File: config.mk
export PLATFORM = sky130hd
export DESIGN_NAME = max_pool_2x2_ctrl
export DESIGN_NICKNAME = d
export VERILOG_FILES = /design/src/rtl/cnn_pool_pkg.sv /design/src/rtl/max4_signed.sv /design/src/rtl/max_pool_2x2_ctrl.sv
export SDC_FILE = /design/constraint.sdc
export NUM_CORES = 1
export LEC_CHECK = 0
export ABC_AREA = 1
export CORE_MARGIN = 3
export CORE_UTILIZATION = 40
export CTS_BUF_LIST = sky130_fd_sc_hd__clkbuf_4
export DETAILED_ROUTE_END_ITERATION = 10
export GPL_ROUTABILITY_DRIVEN = 1
export HOLD_SLACK_MARGIN = 0.06
export MAX_ROUTING_LAYER = met4
export PLACE_DENSITY = 0.77
export SLEW_MARGIN = 0
export SYNTH_ARGS = -nofsm -noshare
export SYNTH_HDL_FRONTEND = slang
export SYNTH_SLANG_ARGS = --single-unit
export TNS_END_PERCENT = 1
File: constraint.sdc
create_clock -name clk -period 9.2 [get_ports clk]
set_clock_uncertainty 0.2 [all_clocks]
set_input_delay 2.76 -clock clk [delete_from_list [all_inputs] [get_ports clk]]
set_output_delay 2.76 -clock clk [all_outputs]
set_load 0.05 [all_outputs]
File: src/rtl/cnn_pool_pkg.sv
// Shared definitions for the 2x2 max-pooling controller: FSM state encoding,
// default feature-map dimensions and pixel width.
package cnn_pool_pkg;

   typedef enum logic [2:0] {
      IDLE  = 3'd0,
      ISSUE = 3'd1,
      WAIT  = 3'd2,
      CMP   = 3'd3,
      WRITE = 3'd4,
      FIN   = 3'd5
   } pool_state_t;

   localparam int DEF_N_C    = 26;
   localparam int DEF_N_R    = 26;
   localparam int DEF_N_CH   = 3;
   localparam int DEF_N_POOL = 13;
   localparam int PIXEL_W    = 8;

endpackage

File: src/rtl/max4_signed.sv
// Combinational signed maximum of four pixels.
// With POOL_RELU_EN defined, negative results are clamped to zero (fused ReLU).
module max4_signed
   import cnn_pool_pkg::*;
#(
   parameter int dataWidth = PIXEL_W
) (
   input  logic signed [dataWidth-1:0] d0,
   input  logic signed [dataWidth-1:0] d1,
   input  logic signed [dataWidth-1:0] d2,
   input  logic signed [dataWidth-1:0] d3,
   output logic signed [dataWidth-1:0] max_val
);

   logic signed [dataWidth-1:0] m01;
   logic signed [dataWidth-1:0] m23;
   logic signed [dataWidth-1:0] m_all;

   always_comb begin
      m01   = (d0 > d1) ? d0 : d1;
      m23   = (d2 > d3) ? d2 : d3;
      m_all = (m01 > m23) ? m01 : m23;
`ifdef POOL_RELU_EN
      max_val = m_all[dataWidth-1] ? '0 : m_all;
`else
      max_val = m_all;
`endif
   end

endmodule

File: src/rtl/max_pool_2x2_ctrl.sv
// 2x2 stride-2 max-pooling sequencer: one upstream 4-tap read and one pooled
// write per window, four cycles per window. Optional ReLU via POOL_RELU_EN.
//
// state | meaning
// IDLE  | waiting for start
// ISSUE | ren high, window address on radd1/radd2
// WAIT  | upstream registers the four taps; max captured at end of cycle
// CMP   | pooled value held, write strobe armed
// WRITE | wen high for one cycle; advance window or finish
// FIN   | done pulse, busy low
module max_pool_2x2_ctrl
   import cnn_pool_pkg::*;
#(
   parameter int n_c                  = DEF_N_C,
   parameter int n_r                  = DEF_N_R,
   parameter int n_ch                 = DEF_N_CH,
   parameter int dataWidth            = PIXEL_W,
   parameter int rowAddrWidth         = 7,
   parameter int colAddrWidth         = 5,
   parameter int addressWidthRstlConv = 10
) (
   input  logic                                   clk,
   input  logic                                   rst,
   input  logic                                   start,
   output logic                                   busy,
   output logic                                   done,
   output logic                                   ren,
   output logic        [rowAddrWidth-1:0]         radd1,
   output logic        [colAddrWidth-1:0]         radd2,
   input  logic signed [dataWidth-1:0]            rdata0,
   input  logic signed [dataWidth-1:0]            rdata1,
   input  logic signed [dataWidth-1:0]            rdata2,
   input  logic signed [dataWidth-1:0]            rdata3,
   output logic                                   wen,
   output logic        [addressWidthRstlConv-1:0] wadd,
   output logic signed [dataWidth-1:0]            data_out
);

   localparam int N_WC = n_c / 2;
   localparam int N_WR = n_r / 2;
   localparam int C_W  = (N_WC > 1) ? $clog2(N_WC) : 1;
   localparam int R_W  = (N_WR > 1) ? $clog2(N_WR) : 1;
   localparam int CH_W = (n_ch > 1) ? $clog2(n_ch) : 1;

   pool_state_t state;

   logic [C_W-1:0]          c_cnt, c_nxt;
   logic [R_W-1:0]          r_cnt, r_nxt;
   logic [CH_W-1:0]         ch_cnt, ch_nxt;
   logic [rowAddrWidth-1:0] row_base, base_nxt;
   logic [rowAddrWidth-1:0] radd1_nxt;
   logic [colAddrWidth-1:0] radd2_nxt;
   logic                    last_c, last_r, last_ch, last_win;
   logic signed [dataWidth-1:0] max_val;

   max4_signed #(.dataWidth(dataWidth)) u_max4 (
      .d0      (rdata0),
      .d1      (rdata1),
      .d2      (rdata2),
      .d3      (rdata3),
      .max_val (max_val)
   );

   assign last_c   = (c_cnt == C_W'(N_WC - 1));
   assign last_r   = (r_cnt == R_W'(N_WR - 1));
   assign last_ch  = (ch_cnt == CH_W'(n_ch - 1));
   assign last_win = last_c && last_r && last_ch;

   // row_base tracks ch*n_r so the stacked row address needs no multiplier
   always_comb begin
      c_nxt    = c_cnt + 1'b1;
      r_nxt    = r_cnt;
      ch_nxt   = ch_cnt;
      base_nxt = row_base;
      if (last_c) begin
         c_nxt = '0;
         r_nxt = r_cnt + 1'b1;
         if (last_r) begin
            r_nxt    = '0;
            ch_nxt   = ch_cnt + 1'b1;
            base_nxt = row_base + rowAddrWidth'(n_r);
         end
      end
      radd1_nxt = base_nxt + rowAddrWidth'({r_nxt, 1'b0});
      radd2_nxt = colAddrWidth'({c_nxt, 1'b0});
   end

   always_ff @(posedge clk) begin
      if (rst) begin
         state    <= IDLE;
         busy     <= 1'b0;
         done     <= 1'b0;
         ren      <= 1'b0;
         wen      <= 1'b0;
         radd1    <= '0;
         radd2    <= '0;
         wadd     <= '0;
         data_out <= '0;
         c_cnt    <= '0;
         r_cnt    <= '0;
         ch_cnt   <= '0;
         row_base <= '0;
      end else begin
         done <= 1'b0;
         ren  <= 1'b0;
         wen  <= 1'b0;
         case (state)
            IDLE: begin
               if (start) begin
                  c_cnt    <= '0;
                  r_cnt    <= '0;
                  ch_cnt   <= '0;
                  row_base <= '0;
                  radd1    <= '0;
                  radd2    <= '0;
                  wadd     <= '0;
                  busy     <= 1'b1;
                  ren      <= 1'b1;
                  state    <= ISSUE;
               end
            end
            ISSUE: state <= WAIT;
            // taps are guaranteed valid only in the cycle after ren
            WAIT: begin
               data_out <= max_val;
               state    <= CMP;
            end
            CMP: begin
               wen   <= 1'b1;
               state <= WRITE;
            end
            WRITE: begin
               if (last_win) begin
                  done  <= 1'b1;
                  busy  <= 1'b0;
                  state <= FIN;
               end else begin
                  c_cnt    <= c_nxt;
                  r_cnt    <= r_nxt;
                  ch_cnt   <= ch_nxt;
                  row_base <= base_nxt;
                  radd1    <= radd1_nxt;
                  radd2    <= radd2_nxt;
                  wadd     <= wadd + 1'b1;
                  ren      <= 1'b1;
                  state    <= ISSUE;
               end
            end
            FIN:     state <= IDLE;
            default: state <= IDLE;
         endcase
      end
   end

endmodule
==> results.py, run 1 <==
metrics = {
    "critical_path": {
        "start_kind": "input port",
        "arrival_ps": 5990,
        "worstPathMaxFanout": 9,
        "cp.required_ps": 9250,
        "endpoint_kind": "flop",
        "worst-setup-path-type": "input port to flop",
    },
    "clock_tree": {
        "cts_tree": "yes",
        "cts_setup_buffers": 0,
        "postCtsHoldBufs": 0,
        "clock_latency_ps": 370,
        "clockBufferDepth": 2,
        "clockRootBuffer": "clkbuf_4",
        "cts_max_level": 2,
        "cts_resized": 0,
        "cts.sinks": 47,
        "cts_buffers": 5,
        "path_clk_slew_ps": 140,
    },
    "detailed_routing": {
        "route.detailed.drc": 0,
        "first_iter_violations": 188,
        "firstDrtPassIters": 4,
        "avgViaCountPerCell": 5.10,
        "wl_per_cell_microns": 12.8,
        "antenna_left": 0,
        "drt-total-wl_microns": 8230,
        "vias": 3276,
    },
    "timing": {
        "drv_slew": 0,
        "worst-slew-pin-transition_ps": 723,
        "rsz0062_at_grt": "false",
        "slew_headroom_pct": 51.6,
        "tns_ps": 0,
        "max_freq_mhz": 168,
        "finalCritPeriodShare_pct": 64.6,
        "hold_viol": 0,
        "finalSetupViolCount": 0,
        "min_period_ps": 5950,
    },
    "die": {
        "boundaryPins": 69,
        "std_cell_rows": 32,
        "initial_core_util_pct": 42.4,
        "die_h_microns": 97.9,
        "fp.coreArea_sq_um": 7970,
        "fp.dieW_microns": 97.9,
        "die_area_sq_um": 9580,
    },
    "power": {
        "vdd.ir_drop.worst_mv": 0.0638,
        "power.density_nw_per_um2": 128,
        "p_leak_nw": 1.83,
    },
    "placed_design": {
        "hpwl_microns": 6590,
        "gp_congestion": 0.933,
        "port_buffers": 66,
        "dpl_cell_area_sq_um": 4120,
    },
    "grt": {
        "antenna_found_initial": 0,
        "grt_use_total_pct": 17.7,
        "grt_start_max_net_pins": 34,
        "grt_pass1_wl_microns": 14000,
        "grt-ovfl-total": 0,
        "grt_pass1_vias": 3260,
    },
    "yosys": {
        "synth_cells": 474,
        "yosysUniqueCellTypes": 46,
        "synth_area_sq_um": 3380,
        "synth-seq-area-share_pct": 27.9,
        "synth.ff_latch_count": 47,
        "ys_warn_count": 0,
        "synth_area_per_cell_sq_um": 7.12,
    },
    "outcome": {
        "status": "complete, no violations",
    },
    "run": {
        "drv_cap": 0,
    },
    "min_path": {
        "hold_path.class": "flop to flop",
    },
    "layout": {
        "nets": 610,
        "final_area_sq_um": 4200,
        "num_antenna_cells": 0,
        "drive_gt1_share_pct": 7.41,
        "syn_to_final_growth_pct": 24.4,
        "num-fill-cells": 768,
    },
}
-- state kept, by name (all words and copies together) (netlist names) --
register / count
state: 3
ren: 1
ch_cnt: 2
r_cnt: 4
wen: 1
busy: 1
done: 1
radd2: 4
wadd: 10
data_out: 8
radd1: 6
row_base: 6
-- synthesized netlist by cell type, drive strengths merged --
cell / count / area (sq um)
buf: 7 / 46.3
and3: 1 / 6.26
nand4: 20 / 153
nor3: 8 / 45.0
nand3b: 3 / 35.0
a21oi: 49 / 249
a211oi: 4 / 30.0
o21a: 1 / 7.51
conb: 1 / 3.75
dfxtp: 47 / 941
xor2: 2 / 17.5
ha: 35 / 438
a21o: 2 / 15.0
xnor2: 4 / 35.0
nand2: 124 / 502
nand3: 41 / 255
nor2: 24 / 113
a31oi: 1 / 6.26
nor3b: 2 / 15.0
clkinv: 1 / 8.76
o21ai: 12 / 63.8
clkbuf: 3 / 11.3
or2: 3 / 18.8
and2: 8 / 50.1
o21bai: 1 / 7.51
o211ai: 1 / 7.51
inv: 66 / 248
nor4: 2 / 27.5
fa: 1 / 20.0
-- routing by layer --
metal  track usage [%]  part of all wire (%)  up-vias
met5                 -                     0        -
met2              29.9                    47       71
met4              5.22                   2.0        0
met1              21.3                    47     1482
li1                  -                     -     1704
met3              3.50                   3.9       19
-- cell type report --
| type | instances | area [sq um] | area share, % |
|---|---|---|---|
| Clock buffer | 5 | 37.5 | 0.894 |
| Multi-Input combinational cell | 351 | 2120 | 50.6 |
| Tap cell | 102 | 128 | 3.04 |
| Sequential cell | 47 | 941 | 22.4 |
| Timing Repair Buffer | 67 | 668 | 15.9 |
| Inverter | 67 | 256 | 6.11 |
| Clock inverter | 3 | 43.8 | 1.04 |
-- stage by stage --
stage	utilization [%]	hold WS [ps]	cells	power (mW)	setup WS, ps
2_1_floorplan	-	227	475	0.356	3750
3_3_place_gp	51.7	237	634	0.407	2990
4_1_cts	52.7	272	642	0.539	3310
6_report	52.7	274	642	0.536	3250
5_1_grt	52.7	295	642	0.574	2930
3_5_place_dp	51.7	252	634	0.412	2920
-- critical path: stages --
cell	delay [ps]
clkdlybuf4s50_1	500
inv_1	50
ha_1	320
a21o_1	190
nor2_1	170
nand3_2	200
nand3_2	210
nand2_1	90
and2_1	160
ha_1	290
nand2_1	70
nor2_1	120
nand2_1	70
o211ai_1	80
nand2_1	100
a21oi_2	320
nand3_1	140
nand3_1	90
a21oi_1	60
-- report_power, final --
group / total, mW / internal [mW] / switching [mW]
clock: 0.127 / 0.0573 / 0.0698
combinational: 0.190 / 0.0715 / 0.119
sequential: 0.218 / 0.211 / 0.00688
-- final timing paths --
path / cells past startpoint / to / slack (ps) / startpoint
worst min-delay path: 2 / radd1[3]$_SDFFE_PP0P_ / 270 / radd1[3]$_SDFFE_PP0P_
worst max-delay path: 19 / data_out[1]$_SDFFE_PP0P_ / 3250 / rdata3[7]
worst max register to register: 16 / radd1[6]$_SDFFE_PP0P_ / 5820 / radd2[1]$_SDFFE_PP0P_
worst min register to register: 2 / radd1[3]$_SDFFE_PP0P_ / 270 / radd1[3]$_SDFFE_PP0P_
-- cells by family (layout without fill, tap and decap cells) --
group	count (synthesis)	count (layout)	synth area share (%)
flops	47	47	27.9
other cells	1	2	0.111
buf+inv	77	142	9.30
simple gates	236	236	36.1
xor+xnor	6	6	1.56
compound gates	71	71	11.5
fa+ha+maj	36	36	13.6
-- layout by cell type, fill, tap and decap left out, drive strengths merged, types with 12 or more instances in the layout --
master	n
clkdlybuf4s50	66
dfxtp	47
ha	35
nand3	41
nor2	24
o21ai	12
a21oi	49
nand2	124
nand4	20
inv	66
No activity file was read; power rests on OpenSTA's default activity.
==> run 2: changes to the inputs <==
PLACE_DENSITY = 0.79   (was 0.77)
clock period = 4.78 ns   (was 9.2 ns; I/O delays follow)
==> run 2 against run 1 <==
Net effect:
- sequential share of layout area decreased by 1.1 points
- clock power increased by 49%
- die area unchanged
- cell count increased by 4.7%
- total power increased by 92%
- design area increased by 5.2%
- clock-buffer cell count increased by 1
- combinational power increased by 120%
- critical path depth unchanged
- critical endpoint unchanged
- largest cell class unchanged
- first-iteration DRC count decreased by 27%
==> results.py, run 2 (synthesized netlist as in run 1, its figures left out) <==
metrics = {
    "timing": {
        "slew_headroom_pct": 51.2,
        "fin_ws_ps": 245,
        "finalSetupViolCount": 0,
        "finalCritPeriodShare_pct": 94.9,
        "drv_slew": 0,
        "hold_viol": 0,
        "min_period_ps": 4540,
        "max_freq_mhz": 221,
        "rsz0062_at_grt": "false",
        "worst-slew-pin-transition_ps": 729,
    },
    "power": {
        "vdd.ir_drop.worst_mv": 0.124,
        "power.switching_mw": 0.386,
        "switching_share_pct": 37.5,
        "clkPwrFrac_pct": 18.3,
        "p_seq_share_pct": 40.9,
        "p_comb_share_pct": 40.8,
        "power.density_nw_per_um2": 233,
        "p_leak_nw": 1.96,
        "internal-power_mw": 0.643,
    },
    "die": {
        "die_area_sq_um": 9580,
        "boundaryPins": 69,
        "die_h_microns": 97.9,
        "fp.coreArea_sq_um": 7970,
        "std_cell_rows": 32,
        "fp.dieW_microns": 97.9,
        "initial_core_util_pct": 42.4,
    },
    "layout": {
        "largest_reg_flops": 10,
        "syn_to_final_growth_pct": 30.8,
        "num_antenna_cells": 0,
        "num-fill-cells": 722,
        "layout_commonest_cell": "nand2_1",
        "top_register": "wadd",
        "drive_gt1_share_pct": 12.5,
        "fin_cells": 672,
        "top_regs": "wadd x10, data_out x8",
        "nets": 640,
        "most-common-layout-cells": "118 x nand2_1, 66 x clkdlybuf4s50_1, 64 x inv_1",
    },
    "clock_tree": {
        "cts_setup_buffers": 0,
        "clockBufferDepth": 2,
        "path_clk_slew_ps": 130,
        "postCtsHoldBufs": 0,
        "cts_resized": 0,
        "cts.sinks": 47,
        "clockRootBuffer": "clkbuf_4",
        "clock_latency_ps": 360,
        "cts_max_level": 2,
        "cts_tree": "yes",
        "cts_buffers": 5,
    },
    "detailed_routing": {
        "drt-total-wl_microns": 8280,
        "vias": 3431,
        "route.detailed.drc": 0,
        "antenna_left": 0,
        "firstDrtPassIters": 4,
        "met1_length_microns": 3710,
        "wl_per_cell_microns": 12.3,
        "dr.max_layer_used": "met4",
        "dr_wl_met3_microns": 461,
        "first_iter_violations": 137,
        "avgViaCountPerCell": 5.11,
        "wl_met2_microns": 3910,
    },
    "grt": {
        "grt_pass1_wl_microns": 14000,
        "grt-ovfl-total": 0,
        "antenna_found_initial": 0,
        "grt_use_total_pct": 17.5,
        "grt_start_max_net_pins": 34,
        "grt_pass1_vias": 3240,
    },
    "run": {
        "drv_cap": 0,
    },
    "placed_design": {
        "dp.cells": 664,
        "hpwl_microns": 6720,
        "gp_congestion": 0.883,
        "place_ws_ps": -147,
        "port_buffers": 66,
    },
    "min_path": {
        "hold_path.class": "flop to flop",
    },
    "critical_path": {
        "start_kind": "input port",
        "worstPathMaxFanout": 9,
        "cp.required_ps": 4830,
        "arrival_ps": 4580,
        "worst-setup-path-type": "input port to flop",
        "rrSetupSlack_ps": 1440,
        "endpoint_kind": "flop",
    },
    "outcome": {
        "status": "complete, no violations",
    },
}
run 2: final cells by class:
| class | instances | area (sq um) | area share, % |
|---|---|---|---|
| Clock buffer | 6 | 45.0 | 1.02 |
| Multi-Input combinational cell | 351 | 2140 | 48.5 |
| Sequential cell | 47 | 941 | 21.3 |
| Timing Repair Buffer | 97 | 893 | 20.2 |
| Tap cell | 102 | 128 | 2.89 |
| Inverter | 67 | 256 | 5.81 |
| Clock inverter | 2 | 12.5 | 0.283 |
run 2: worst paths after layout:
path,start,end,cells after the start
worst max register to register,radd2[1]$_SDFFE_PP0P_,radd1[6]$_SDFFE_PP0P_,16
worst min-delay path,ch_cnt[1]$_SDFFE_PP0P_,ch_cnt[1]$_SDFFE_PP0P_,2
worst max-delay path,rdata3[7],data_out[1]$_SDFFE_PP0P_,19
worst min register to register,ch_cnt[1]$_SDFFE_PP0P_,ch_cnt[1]$_SDFFE_PP0P_,2
run 2: metrics by stage:
stage	TNS [ps]	area [sq um]	hold WS, ps	power, mW	util, %
floorplan	0	3380	227	0.685	-
global placement	-696	4340	236	0.824	54.5
detailed placement	-1010	4340	253	0.834	54.5
CTS	0	4400	271	1.02	55.2
global route	0	4420	290	1.10	55.4
finish	0	4420	266	1.03	55.4
run 2: power by group through the flow:
stage / sequential (mW) / combinational, mW / clock (mW)
after floorplan: 0.463 / 0.222 / 0
after global placement: 0.428 / 0.396 / 0
after CTS: 0.420 / 0.408 / 0.194
final: 0.420 / 0.420 / 0.189
after global routing: 0.422 / 0.462 / 0.214
after detailed placement: 0.428 / 0.406 / 0
run 2: worst max-delay path, cell delays in order:
cell and delay [ps]:
clkdlybuf4s50_1 480, inv_1 50, ha_1 310, a21o_1 200, nor2_1 180, nand2_1 90, nand2_2 150, nand3_2 180
buf_4 180, nand2_1 100, and2_1 150, ha_1 160, inv_1 70, nor3_2 260, nand2_1 120, nand2_2 160
nand3_1 140, nand3_1 100, a21oi_1 60
run 2: layer usage:
layer / track usage, % / up-vias
met5: - / -
met4: 5.32 / 0
met3: 2.79 / 19
met2: 28.7 / 95
met1: 22.1 / 1556
li1: - / 1761
==> run 3: changes to the inputs <==
ABC_CLOCK_PERIOD_IN_PS = 4780   (was not set)
SLEW_MARGIN = not set   (was 0)
==> results of run 3 <==
The final DEF is identical to that of run 2; final timing and power are the same.
